File: config.mk
export PLATFORM = sky130hd
export DESIGN_NAME = alu_uart_frame_ctrl
export DESIGN_NICKNAME = d
export VERILOG_FILES = /design/src/rtl/alu_uart_pkg.sv /design/src/rtl/inactivity_timer.sv /design/src/rtl/alu_uart_frame_ctrl.sv
export SDC_FILE = /design/constraint.sdc
export NUM_CORES = 1
export LEC_CHECK = 0
export CAP_MARGIN = 20
export CORE_AREA = 4 4 129 162
export DETAILED_ROUTE_END_ITERATION = 12
export DIE_AREA = 0 0 133 166
export SKIP_CTS_REPAIR_TIMING = 1
export SYNTH_ARGS = -nofsm -noshare
export SYNTH_HDL_FRONTEND = slang
export SYNTH_SLANG_ARGS = --single-unit
File: constraint.sdc
create_clock -name clk -period 2.7 [get_ports clk]
set_input_delay 0.27 -clock clk [delete_from_list [all_inputs] [get_ports clk]]
set_output_delay 0.27 -clock clk [all_outputs]
set_load 0.02 [all_outputs]
File: src/rtl/alu_uart_pkg.sv
// Shared types and defaults for the framed ALU/UART controller.
// Also holds the byte-count helper used to size the operand and result paths.
package alu_uart_pkg;

  typedef enum logic [2:0] {
    StIdle,
    StOpcode,
    StOpa,
    StOpb,
    StExec,
    StTxSt,
    StTxRes,
    StTxWait
  } state_e;

  localparam logic [7:0] SYNC_DEF   = 8'hA5;
  localparam logic [7:0] ST_OK_DEF  = 8'h00;
  localparam logic [7:0] ST_TMO_DEF = 8'hEE;

  // Number of UART bytes needed to carry nb bits.
  function automatic int unsigned nbytes(input int unsigned nb, input int unsigned dbit);
    return (nb + dbit - 1) / dbit;
  endfunction

endpackage

File: src/rtl/inactivity_timer.sv
// Generic inactivity timer: counts enabled cycles and flags expiry on the cycle
// that would reach TMO_CYC. A clear in the same cycle always wins over expiry.
module inactivity_timer #(
  parameter int unsigned TMO_CYC = 1_000_000
) (
  input  logic clk,
  input  logic reset_n,
  input  logic i_clr,
  input  logic i_en,
  output logic o_expire
);

  localparam int unsigned CW = $clog2(TMO_CYC + 1);
  localparam logic [CW-1:0] LAST = CW'(TMO_CYC - 1);

  logic [CW-1:0] r_cnt;

  assign o_expire = i_en && !i_clr && (r_cnt == LAST);

  always_ff @(posedge clk or negedge reset_n) begin
    if (!reset_n) begin
      r_cnt <= '0;
    end else if (i_clr || o_expire) begin
      r_cnt <= '0;
    end else if (i_en) begin
      r_cnt <= r_cnt + CW'(1);
    end
  end

endmodule

File: src/rtl/alu_uart_frame_ctrl.sv
// Frame controller between UART FIFOs and a combinational ALU: receives
// SYNC/opcode/A/B frames, returns a status byte plus the result, aborts on stall.
module alu_uart_frame_ctrl
  import alu_uart_pkg::*;
#(
  parameter int unsigned     DBIT    = 8,
  parameter int unsigned     NB_OP   = 6,
  parameter int unsigned     NB_AB   = 16,
  parameter logic [DBIT-1:0] SYNC    = SYNC_DEF,
  parameter logic [DBIT-1:0] ST_OK   = ST_OK_DEF,
  parameter logic [DBIT-1:0] ST_TMO  = ST_TMO_DEF,
  parameter int unsigned     TMO_CYC = 1_000_000
) (
  input  logic             clk,
  input  logic             reset_n,
  input  logic [DBIT-1:0]  r_data,
  input  logic             rx_empty,
  output logic             rd_uart,
  output logic [DBIT-1:0]  w_data,
  output logic             wr_uart,
  input  logic             tx_done_tick,
  input  logic [NB_AB-1:0] result,
  output logic [NB_OP-1:0] op_code,
  output logic [NB_AB-1:0] data_a,
  output logic [NB_AB-1:0] data_b,
  output logic             busy,
  output logic [7:0]       err_cnt
);

  localparam int unsigned NBYTES = nbytes(NB_AB, DBIT);
  localparam int unsigned PADW   = NBYTES * DBIT;
  localparam int unsigned CW     = (NBYTES > 1) ? $clog2(NBYTES) : 1;
  localparam logic [CW-1:0] LAST_BYTE = CW'(NBYTES - 1);

  state_e           r_state, w_state_nxt;
  logic [CW-1:0]    r_byte_cnt, w_byte_cnt_nxt;
  logic [CW-1:0]    r_tx_idx, w_tx_idx_nxt;
  logic             r_res_phase, w_res_phase_nxt;
  logic             r_tmo, w_tmo_nxt;
  logic [NB_OP-1:0] r_op, w_op_nxt;
  logic [NB_AB-1:0] r_a, w_a_nxt;
  logic [NB_AB-1:0] r_b, w_b_nxt;
  logic [NB_AB-1:0] r_res, w_res_nxt;
  logic [DBIT-1:0]  r_wdata, w_wdata_nxt;
  logic             r_wr, w_wr_nxt;
  logic [7:0]       r_err, w_err_nxt;

  logic             w_rx_state;
  logic             w_tmo_en;
  logic             w_expire;
  logic             w_last_rx;
  logic [PADW-1:0]  w_a_pad, w_b_pad, w_res_pad;
  logic [CW-1:0]    w_idx;

  assign w_rx_state = (r_state == StIdle) || (r_state == StOpcode) ||
                      (r_state == StOpa)  || (r_state == StOpb);
  // Pop is gated by reset so nothing is consumed while the block is held.
  assign rd_uart    = reset_n && w_rx_state && !rx_empty;
  assign w_tmo_en   = (r_state == StOpcode || r_state == StOpa || r_state == StOpb) && rx_empty;
  assign w_last_rx  = (r_byte_cnt == LAST_BYTE);

  inactivity_timer #(
    .TMO_CYC (TMO_CYC)
  ) u_tmo (
    .clk      (clk),
    .reset_n  (reset_n),
    .i_clr    (rd_uart),
    .i_en     (w_tmo_en),
    .o_expire (w_expire)
  );

  always_comb begin
    w_state_nxt     = r_state;
    w_byte_cnt_nxt  = r_byte_cnt;
    w_tx_idx_nxt    = r_tx_idx;
    w_res_phase_nxt = r_res_phase;
    w_tmo_nxt       = r_tmo;
    w_op_nxt        = r_op;
    w_a_nxt         = r_a;
    w_b_nxt         = r_b;
    w_res_nxt       = r_res;
    w_wdata_nxt     = r_wdata;
    w_wr_nxt        = 1'b0;
    w_err_nxt       = r_err;
    w_idx           = '0;
    w_a_pad              = '0;
    w_a_pad[NB_AB-1:0]   = r_a;
    w_b_pad              = '0;
    w_b_pad[NB_AB-1:0]   = r_b;
    w_res_pad            = '0;
    w_res_pad[NB_AB-1:0] = r_res;

    unique case (r_state)
      StIdle: begin
        if (rd_uart && (r_data == SYNC)) begin
          w_state_nxt    = StOpcode;
          w_byte_cnt_nxt = '0;
        end
      end
      StOpcode: begin
        if (rd_uart) begin
          w_op_nxt       = r_data[NB_OP-1:0];
          w_state_nxt    = StOpa;
          w_byte_cnt_nxt = '0;
        end
      end
      StOpa: begin
        if (rd_uart) begin
          w_a_pad[DBIT * 32'(r_byte_cnt) +: DBIT] = r_data;
          w_a_nxt = w_a_pad[NB_AB-1:0];
          if (w_last_rx) begin
            w_state_nxt    = StOpb;
            w_byte_cnt_nxt = '0;
          end else begin
            w_byte_cnt_nxt = r_byte_cnt + CW'(1);
          end
        end
      end
      StOpb: begin
        if (rd_uart) begin
          w_b_pad[DBIT * 32'(r_byte_cnt) +: DBIT] = r_data;
          w_b_nxt = w_b_pad[NB_AB-1:0];
          if (w_last_rx) begin
            w_state_nxt    = StExec;
            w_byte_cnt_nxt = '0;
          end else begin
            w_byte_cnt_nxt = r_byte_cnt + CW'(1);
          end
        end
      end
      StExec: begin
        w_res_nxt       = result;
        w_state_nxt     = StTxSt;
        w_wr_nxt        = 1'b1;
        w_wdata_nxt     = ST_OK;
        w_tmo_nxt       = 1'b0;
        w_res_phase_nxt = 1'b0;
        w_tx_idx_nxt    = '0;
      end
      StTxSt, StTxRes: begin
        w_state_nxt = StTxWait;
      end
      StTxWait: begin
        if (tx_done_tick) begin
          if (r_tmo || (r_res_phase && (r_tx_idx == LAST_BYTE))) begin
            w_state_nxt = StIdle;
          end else begin
            w_idx           = r_res_phase ? (r_tx_idx + CW'(1)) : '0;
            w_tx_idx_nxt    = w_idx;
            w_res_phase_nxt = 1'b1;
            w_wr_nxt        = 1'b1;
            w_wdata_nxt     = w_res_pad[DBIT * 32'(w_idx) +: DBIT];
            w_state_nxt     = StTxRes;
          end
        end
      end
    endcase

    // Expiry only fires with the FIFO empty, so it can never overlap a pop.
    if (w_expire) begin
      w_state_nxt    = StTxSt;
      w_byte_cnt_nxt = '0;
      w_wr_nxt       = 1'b1;
      w_wdata_nxt    = ST_TMO;
      w_tmo_nxt      = 1'b1;
      w_err_nxt      = (r_err == 8'hFF) ? r_err : r_err + 8'd1;
    end
  end

  always_ff @(posedge clk or negedge reset_n) begin
    if (!reset_n) begin
      r_state     <= StIdle;
      r_byte_cnt  <= '0;
      r_tx_idx    <= '0;
      r_res_phase <= 1'b0;
      r_tmo       <= 1'b0;
      r_op        <= '0;
      r_a         <= '0;
      r_b         <= '0;
      r_res       <= '0;
      r_wdata     <= '0;
      r_wr        <= 1'b0;
      r_err       <= '0;
    end else begin
      r_state     <= w_state_nxt;
      r_byte_cnt  <= w_byte_cnt_nxt;
      r_tx_idx    <= w_tx_idx_nxt;
      r_res_phase <= w_res_phase_nxt;
      r_tmo       <= w_tmo_nxt;
      r_op        <= w_op_nxt;
      r_a         <= w_a_nxt;
      r_b         <= w_b_nxt;
      r_res       <= w_res_nxt;
      r_wdata     <= w_wdata_nxt;
      r_wr        <= w_wr_nxt;
      r_err       <= w_err_nxt;
    end
  end

  assign op_code = r_op;
  assign data_a  = r_a;
  assign data_b  = r_b;
  assign w_data  = r_wdata;
  assign wr_uart = r_wr;
  assign busy    = (r_state != StIdle);
  assign err_cnt = r_err;

endmodule

## Word-level counts from Yosys, hierarchy flattened

Cells that the tools add are included.
Widths: inputs -> output; s select.

- Logic and storage cells: 113
- Output and inout port bits: 57
- Flip-flop bits (word level): 98
- Input bits: 28

- Bitwise operators: 1
- Mux-type cells: 37
- Reduce and logical (&&, ||, !) cells: 33
- Add/subtract/negate cells: 5
- Equality and inequality tests: 21
- Shift-type cells: 3

Operator list:

| kind | number |
|---|---|
| $mux 20 | 2 |
| $neg 4->34 | 1 |
| $shift 8x34->16 const A | 1 |
| $shiftx 8x34->16 | 1 |
| $bwmux 16 | 2 |
| $mux 3 | 9 |
| $mux 8 | 3 |
| $ne 3x2->1 const B | 7 |
| $pmux 3 s7 | 1 |
| $add 20x1->20 const B | 1 |
| $eq 20x20->1 const B | 1 |
| $eq 8x8->1 const B | 2 |
| $pmux 8 s2 | 1 |
| $shiftx 16x5->8 | 1 |
| $mux 1 | 15 |
| $eq 3x3->1 const B | 4 |
| $add 8x1->8 const B | 1 |
| $reduce_and 2->1 | 4 |
| $logic_and 1x1->1 | 7 |
| $logic_or 1x1->1 | 7 |
| $reduce_and 7->1 | 1 |
| $eq 3x2->1 const B | 2 |
| $ne 3x1->1 const B | 2 |
| $pmux 1 s2 | 3 |
| 13 further kinds | 21 |

## Longest topological paths before layout

Gate-level depths: netlist of run 1.

- Depth in word-level cells: 11
- Gate-level depth with buffers: 8
- Mapped depth without buffers: 6

## Cells and area by module

From an unflattened synthesis of run 1, not the netlist that was laid out.

- Cell total of the unflattened synthesis: 381
- Area total of the unflattened synthesis: 4475.5 µm²

Modules (own cells, without submodules):

| module | cells an instance | instances | sequential area each (µm²) | area each (µm²) |
|---|---|---|---|---|
| alu_uart_frame_ctrl | 273 | 1 | 1951.9 | 3395.8 |
| inactivity_timer | 108 | 1 | 500.5 | 1079.8 |

## Worst setup path before layout of run 1

No wires, ideal clock.

- Kind: register -> register
- Start point: reg u_tmo.r_cnt[13]
- End point: reg r_err[6], in the netlist err_cnt[6]
- Path slack: 0.119 ns
- Clock period less this slack: 2.581 ns
- Cell stages (with the launch flop): 7
- Data required time: 2.572 ns
- Library setup time: 0.128 ns
- Data arrival time: 2.453 ns
- Cells stage by stage: dfrtp_1 or4b_1 or4b_4 or3_1 buf_2 nor3_2 mux2_1

- Cells in the longest elaborated chain, start to end: 3

RTL lines:

| what | line | source |
|---|---|---|
| start: declaration | inactivity_timer.sv:16 | `logic [CW-1:0] r_cnt;` |
| start signal: assignment | inactivity_timer.sv:26 | `r_cnt <= r_cnt + CW'(1);` |
| $eq 20x20->1 | inactivity_timer.sv:18 | `assign o_expire = i_en && !i_clr && (r_cnt == LAST);` |
| $logic_and 1x1->1 | inactivity_timer.sv:18 |  |
| $reduce_and 2->1 (no source line) | -- |  |
| end signal: assignment | alu_uart_frame_ctrl.sv:196 | `r_err <= w_err_nxt;` |
| end: declaration | alu_uart_frame_ctrl.sv:46 | `logic [7:0] r_err, w_err_nxt;` |

Every way passes these cells.
A chain may end at the register's enable or synchronous reset.

## Final worst setup path of run 1

- Start point: reg u_tmo.r_cnt[8]
- End point: reg r_err[6], in the netlist err_cnt[6]

Same word-level chain as after synthesis.

==> out/qor.yml, run 1 <==
violations: "negative hold slack"
finalSetupTns_ps: 0
worst_pin_slew_ps: 829.6
ir_drop_mv: 0.5654
track_usage_pct: 10.04
antenna_left: 0
max_cap_viol_count: 0
antenna_found_initial: 0
critPathRequiredTime_ps: 2940
hpwlAfterDp_mm: 8.020
slew_violations: 0
placementRows: 57
yosysTopAreaCell: "dfrtp_1"
yosys_warnings: 0
overflow: 0
grt_pass1_vias: 3494
cts_sinks: 98
fp.coreArea_um2: 19330
cp_slowest_cell: "or4b_4"
power_mw: 5.837
cts_tree: "done"
die_h_um: 166
drc: 0
drt_wl_total_mm: 10.86
fin_util_pct: 30.56
fin_ws_ps: 136.8
hold_class: "in2async"
min_period_ps: 2563
grt_pass1_wl_mm: 17.98
wl_per_cell_um: 14.65
gp_congestion: 0.8495
crit_end: "err_cnt[6]"
cp_cell_sequence: "or4b_1, or4b_4, or3_1, nor3_2, mux2_1"
first_pass_iters: 4
leakagePower_nw: 2.465
crit-reg2reg-capture: "err_cnt[6]"
area_delta_synth_final_pct: 35.27
synth_seq_cells: 98
r2r_setup_slack_ps: 140
via_per_inst: 4.370
power_density_nw_per_um2: 988.2
drt-initial-drc-count: 114
worstSetupPathType: "reg2reg"
r2r_start: "u_tmo.r_cnt[8]"
drive_gt1_share_pct: 19.33
cp-startpoint: "u_tmo.r_cnt[8]"
critPathMaxFanout: 4
antenna_cells: 0
die_w_um: 133
critPathArrivalTime_ps: 2800
status: "finished with violations"
place_ws_ps: 85.01
syn-num-nets: 408
placedCellCount: 725
setup_viol: 0
synth_edf_count: 0
async_flop_share_pct: 100.0
fin_worst_skew_ps: 9.695
critPathMaxStageDelay_ps: 590
clk_pin_slew_worst_paths_ps: 70
netlist_area_um2: 4367
floorplan.initialDensity_pct: 22.59
ys_seq_area_share_pct: 56.16
grt_max_degree: 68
hold_viol: 31
clockBufferDepth: 2
clk_latency_ps: 350
reg2regPathDepth: 5
synth_commonest_cells: "dfrtp_1 (98), mux2_2 (56), nand2_1 (47)"
netlist_top_cells_area: "dfrtp_1 (56%), mux2_2 (14%), nand2_1 (4.0%), xnor2_1 (3.6%), nor2_1 (2.5%)"
finalNonFillerCells: 741
root_buffer: "clkbuf_16"
fin_area_um2: 5907
syn_inst: 378
die_area_um2: 22080
fmax_mhz: 390.1
ys.flop_type: "dfrtp_1"
place_area_um2: 5565
whs_ps: -24.77
vias: 3238
syn-mean-instance-area_um2: 11.55
synth_top_area_share_pct: 56.16
rsz0062_at_grt: "no"
slew_headroom_pct: 44.69
fin_nets: 501
pin_count: 85
cp-end-kind: "register"
cp-start-kind: "register"
numPortBuffers: 84
period_share_pct: 94.93
synth_cell_types: 48
synth_most_common_cell: "dfrtp_1"
cts_made_buffers: 9
fillers: 1984
cts-htree-levels: 3
-- worst max-delay path, delay by kind of cell (launching register included) --
kind / cells / cell delay [ps]
flops: 1 / 420
mux: 1 / 330
simple gates: 4 / 1710
-- final cells by class --
class                   instances  area (um^2)  area share [%]
clock buffers                  11        252.7           4.279
clock inverters                 5        83.83           1.419
inverters                       2        7.507          0.1271
multi-input cells             265         1858           31.46
flip-flops and latches         98         2452           41.52
well taps                     265        331.6           5.613
repair buffers                 95        920.9           15.59
-- power breakdown --
group	internal [mW]	leakage (nW)	switching [mW]	total (mW)
sequential	1.97	1.25	0.345	2.31
clock	0.867	0.164	0.556	1.42
combinational	1.07	1.05	1.03	2.10
-- registers in the layout, summed over array words and instances (netlist names), 3 cells and up --
signal / cells
data_b: 16
w_data: 8
r_state: 3
op_code: 6
r_res: 16
data_a: 16
err_cnt: 8
u_tmo.r_cnt: 20
-- placed cells by master (no fill, tap or decap), types with 2 or more instances in the layout --
cell / count
nand3_1: 15
a31oi_1: 7
clkdlybuf4s50_1: 83
clkbuf_8: 2
o21ai_0: 8
nor2_1: 29
mux2i_1: 2
buf_4: 12
or3_1: 3
a21oi_1: 10
mux2_2: 56
and4_1: 2
nand2b_1: 5
clkbuf_16: 9
nor3_1: 8
nor2b_1: 3
and3_1: 2
nor4_1: 6
ha_1: 2
nand2_1: 47
xnor2_1: 18
inv_1: 2
a211o_1: 2
or4_1: 3
nor4bb_1: 2
xor2_1: 3
bufinv_16: 2
nand4_1: 12
dfrtp_1: 98
-- logic make-up after synthesis --
kind of cell / Yosys count / share of synthesized area (%)
buf+inv: 15 / 1.404
mux: 59 / 15.16
simple gates: 147 / 17.28
xor+xnor: 21 / 4.212
compound gates: 36 / 5.215
fa+ha+maj: 2 / 0.5730
flops: 98 / 56.16
-- routing by layer --
layer	wire length (um)	global-route usage, %
met5	0	0
met4	145	3.797
met3	532	2.697
met2	5527	17.37
met1	4652	11.83
-- how the worst min path moves through the flow --
stage | start | endpoint | slack [ps] | depth (start not counted)
6_report | reset_n | u_tmo.r_cnt[18] | -20 | 2
5_1_grt | reset_n | u_tmo.r_cnt[18] | 10 | 2
4_1_cts | reset_n | u_tmo.r_cnt[15] | -10 | 2
3_5_place_dp | reset_n | u_tmo.r_cnt[16] | 360 | 2
3_3_place_gp | reset_n | r_state[0] | 360 | 2
2_1_floorplan | reset_n | data_a[0] | -30 | 0
(Power assumes the default switching activity.)
==> run 2, diff against run 1 <==
--- a/config.mk
+++ b/config.mk
@@ -9,7 +9,6 @@
 export CORE_AREA = 4 4 129 162
 export DETAILED_ROUTE_END_ITERATION = 12
 export DIE_AREA = 0 0 133 166
-export SKIP_CTS_REPAIR_TIMING = 1
 export SYNTH_ARGS = -nofsm -noshare
 export SYNTH_HDL_FRONTEND = slang
 export SYNTH_SLANG_ARGS = --single-unit
==> run 2 against run 1 <==
  * Largest power group unchanged
  * Cell area up 0.17%
  * Fmax about the same
  * Combinational power is essentially flat
  * The flow now finishes without violations
  * Critical endpoint unchanged
  * Largest cell class unchanged
  * Sequential share of layout area down 0.070 points
==> out/qor.yml, run 2 (synthesized netlist as in run 1, its figures left out) <==
drt-initial-drc-count: 145
root_buffer: "clkbuf_16"
p_int_mw: 3.904
worst_pin_slew_ps: 829.4
cpLargestDelayFamily: "simple AND/OR/NAND/NOR gates"
fin_nets: 502
largest_register: "u_tmo.r_cnt"
use_met3_pct: 2.697
seq_power_share_pct: 39.6
place_ws_ps: 85.01
largest_reg_flops: 20
hold_viol: 0
die_h_um: 166
fin_ws_ps: 136.8
rsz0062_at_grt: "no"
critPathRequiredTime_ps: 2940
fin_worst_skew_ps: 9.661
cp_slowest_cell: "or4b_4"
power.switching_mw: 1.934
ir_drop_mv: 0.5654
drive_gt1_share_pct: 19.29
slew_violations: 0
overflow: 0
critPathArrivalTime_ps: 2800
critPathMaxStageDelay_ps: 590
period_share_pct: 94.93
critPathMaxFanout: 4
floorplan.initialDensity_pct: 22.59
clockBufferDepth: 2
first_pass_iters: 4
gp_congestion: 0.8495
grt_use_met2_pct: 17.37
drc: 0
cts_sinks: 98
die_area_um2: 22080
top_usage_layer: "met2"
fmax_mhz: 390.1
pin_count: 85
clk_latency_ps: 350
grt_pass1_wl_mm: 17.96
numPortBuffers: 84
critPathBufInv: 0
final_common_cell: "dfrtp_1"
hpwlAfterDp_mm: 8.020
cp-start-kind: "register"
post_cts_buffers: 0
worstSetupPathType: "reg2reg"
slew_headroom_pct: 44.71
max_cap_viol_count: 0
wl_per_cell_um: 14.62
gr-usage-met1_pct: 11.81
cts_tree: "done"
grt_pass1_vias: 3496
cp_cell_sequence: "or4b_1, or4b_4, or3_1, nor3_2, mux2_1"
min_period_ps: 2563
die_w_um: 133
area_delta_synth_final_pct: 35.50
antenna_found_initial: 0
setup_viol: 0
status: "finished, final reports clean"
cts_made_buffers: 9
fp.coreArea_um2: 19330
p_sw_share_pct: 33.13
cp-end-kind: "register"
track_usage_pct: 10.03
antenna_left: 0
pwr-share-clk_pct: 24.4
combPwrFrac_pct: 36.0
power_mw: 5.838
clk_pin_slew_worst_paths_ps: 70
leakagePower_nw: 2.469
power_density_nw_per_um2: 986.7
layout_common_cells: "dfrtp_1 (98), clkdlybuf4s50_1 (83), mux2_2 (56)"
hold_class: "reg2reg"
finalSetupTns_ps: 0
via_per_inst: 4.363
grt_max_degree: 68
vias: 3237
antenna_cells: 0
drt_wl_total_mm: 10.85
placementRows: 57
cts-htree-levels: 3
==> run 2: changes by cell type in the layout (fill, tap and decap cells not counted), sizes merged <==
cell	delta
dlygate4sd3	+1
==> run 2: timing repair <==
item / in CTS / in global routing
setup endpoints to repair: 0 / 14
hold buffers: 1 / 0
hold endpoints to repair: 31 / 0
resized for setup: 0 / 1
==> run 2: worst paths after layout <==
path | startpoint | to | slack, ps | cells past startpoint
setup / recovery | u_tmo.r_cnt[8] | err_cnt[6] | 140 | 5
hold / removal | data_a[0] | data_a[0] | 500 | 1
setup reg to reg | u_tmo.r_cnt[8] | err_cnt[6] | 140 | 5
hold reg to reg | data_a[0] | data_a[0] | 500 | 1
max in group asynchronous | reset_n | data_a[1] | 1460 | 3
min in group asynchronous | reset_n | u_tmo.r_cnt[18] | 520 | 3
==> run 2: worst reg2reg max path, delay by kind of cell (launching register included) <==
family / cells / cell delay, ps
DFF: 1 / 420
and+or+nand+nor: 4 / 1710
muxes: 1 / 330
==> run 2: final cells by class <==
cell class                 count  area, um^2
fill                        1985       13410
tap                          265       331.6
clock buffer                  11       252.7
multi-input combinational    265        1858
inverter                       2       7.507
timing repair buffer          96       930.9
clock inverter                 5       83.83
sequential                    98        2452
==> run 2: stage by stage <==
stage | utilization (%) | cell area [um^2] | hold slack, ps | cells
floorplan | - | 4367 | -25.59 | 378
global placement | 28.80 | 5565 | 360.8 | 725
detailed placement | 28.80 | 5565 | 362.7 | 725
CTS | 30.59 | 5912 | 507.2 | 742
global route | 30.61 | 5917 | 519.3 | 742
finish | 30.61 | 5917 | 502.8 | 742
==> run 2: power by group through the flow <==
stage | sequential [mW] | clock (mW) | combinational (mW)
3_3_place_gp | 2.31 | 0 | 2.08
3_5_place_dp | 2.34 | 0 | 2.12
4_1_cts | 2.32 | 1.47 | 2.13
5_1_grt | 2.38 | 1.53 | 2.26
6_report | 2.31 | 1.42 | 2.10
2_1_floorplan | 2.62 | 0 | 0.822
==> run 2: routing by layer <==
layer / routed length, um / part of all wire, %
met2: 5525 / 51
met3: 532 / 4.9
met5: 0 / 0
met4: 145 / 1.3
met1: 4645 / 43
==> run 3, diff against run 2 <==
--- a/config.mk
+++ b/config.mk
@@ -9,6 +9,7 @@
 export CORE_AREA = 4 4 129 162
 export DETAILED_ROUTE_END_ITERATION = 12
 export DIE_AREA = 0 0 133 166
+export SETUP_SLACK_MARGIN = 0.2
 export SYNTH_ARGS = -nofsm -noshare
 export SYNTH_HDL_FRONTEND = slang
 export SYNTH_SLANG_ARGS = --single-unit
==> run 3 against run 2 <==
  * Power shrank 2.4%
  * Highest routed layer unchanged
  * Routed wire length grew 1.1%
  * Sequential share of layout area grew 0.21 points
  * Fmax grew 3.1%
  * Count of clock-buffer cells in the layout is the same
  * Non-clock buffer count shrank 1
  * Cell count shrank 0.13%
  * Flip-flop and latch count is the same
  * Critical path type unchanged
==> out/qor.yml, run 3 (synthesized netlist as in run 1, its figures left out) <==
slew_headroom_pct: 52.34
crit_top_cell: "or4b_4"
largest_register: "u_tmo.r_cnt"
post_cts_buffers: 0
die_w_um: 133
grt_pass1_wl_mm: 18.27
cpLargestDelayFamily: "simple AND/OR/NAND/NOR gates"
min_period_ps: 2486
pwr-share-clk_pct: 22.9
cp-end-kind: "register"
fin_ws_ps: 214.3
drc: 0
worst_pin_slew_ps: 714.8
first_pass_iters: 5
cp-start-kind: "register"
hold_class: "in2async"
critPathMaxFanout: 4
layout_common_cells: "dfrtp_1 (97), clkdlybuf4s50_1 (82), mux2_2 (56)"
status: "finished, final reports clean"
drive_gt1_share_pct: 19.54
drt_wl_total_mm: 10.97
power_density_nw_per_um2: 967.9
worstSetupPathType: "reg2reg"
fin_worst_skew_ps: 10.85
leakagePower_nw: 2.482
wl_per_cell_um: 14.80
track_usage_pct: 10.23
r2r_setup_slack_ps: 210
antenna_cells: 0
numPortBuffers: 84
p_int_mw: 3.774
final_common_cell: "dfrtp_1"
slew_violations: 0
hpwlAfterDp_mm: 8.011
fillers: 2001
power.switching_mw: 1.927
antenna_found_initial: 0
rsz0062_at_grt: "yes"
ir_drop_mv: 0.4067
placementRows: 57
critPathArrivalTime_ps: 2720
cp_slowest_cell: "or4b_4"
die_h_um: 166
clk_pin_slew_worst_paths_ps: 70
critPathRequiredTime_ps: 2930
fp.coreArea_um2: 19330
pin_count: 85
cp_cell_sequence: "or4b_4, or4b_4, or3_4, nor3_4, mux2_1"
vias: 3275
drt-initial-drc-count: 211
cts-htree-levels: 3
finalSetupTns_ps: 0
critPathBufInv: 0
clockBufferDepth: 2
root_buffer: "clkbuf_16"
die_area_um2: 22080
seq_power_share_pct: 40.5
clk_latency_ps: 340
floorplan.initialDensity_pct: 22.59
combPwrFrac_pct: 36.6
max_cap_viol_count: 0
via_per_inst: 4.420
setup_viol: 0
p_sw_share_pct: 33.80
hold_viol: 0
cts_made_buffers: 9
cts_tree: "done"
gp_congestion: 0.7875
area_delta_synth_final_pct: 34.87
overflow: 0
fmax_mhz: 402.3
period_share_pct: 92.06
grt_max_degree: 57
fin_util_pct: 30.47
largest_reg_flops: 20
fin_nets: 501
antenna_left: 0
cts_sinks: 98
grt_pass1_vias: 3430
place_ws_ps: 198.3
critPathMaxStageDelay_ps: 590
## run 3: path summary, 6_finish.rpt
kind | startpoint | end | cells after the start
min reg2reg | r_tmo | r_tmo | 2
max | u_tmo.r_cnt[8] | err_cnt[6] | 5
min in group clk | r_tmo | r_tmo | 2
max in group asynchronous | reset_n | data_b[3] | 4
min | reset_n | r_tmo | 2
max reg2reg | u_tmo.r_cnt[8] | err_cnt[6] | 5
## run 3: timing repair
action | 4_1_cts | 5_1_grt
pin swaps | 0 | 2
resized for setup | 1 | 4
hold endpoints to repair | 7 | 0
endpoints found under the setup margin | 1 | 5
hold buffers | 1 | 0
## run 3: stage by stage
| stage | total power, mW | std cells | hold slack, ps | instance area (um^2) |
|---|---|---|---|---|
| finish | 5.701 | 741 | 293.2 | 5889 |
| CTS | 5.802 | 741 | 295.1 | 5876 |
| detailed placement | 4.455 | 724 | 114.6 | 5558 |
| floorplan | 3.437 | 378 | -25.59 | 4373 |
| global route | 6.046 | 741 | 295.8 | 5889 |
| global placement | 4.398 | 724 | 115.8 | 5558 |
## run 3: cell type report
type / instances / area, um^2 / area share, %
flip-flops and latches: 98 / 2454 / 41.66
clock inverters: 5 / 60.06 / 1.020
multi-input cells: 265 / 1868 / 31.72
inverters: 2 / 7.507 / 0.1275
well taps: 265 / 331.6 / 5.630
repair buffers: 95 / 925.9 / 15.72
clock buffers: 11 / 242.7 / 4.122
## run 3: power groups by stage
| stage | sequential [mW] | clock [mW] | combinational [mW] |
|---|---|---|---|
| floorplan | 2.62 | 0 | 0.822 |
| detailed placement | 2.34 | 0 | 2.12 |
| global route | 2.39 | 1.41 | 2.25 |
| global placement | 2.32 | 0 | 2.08 |
| CTS | 2.31 | 1.36 | 2.12 |
| finish | 2.31 | 1.31 | 2.08 |
## run 3: routing by layer
metal | vias to the layer above | global-route usage, % | wire, um
li1 | 1545 | - | -
met1 | 1651 | 13.08 | 4794
met2 | 67 | 17.04 | 5563
met3 | 12 | 1.909 | 410
met4 | 0 | 4.024 | 196
met5 | - | 0 | 0
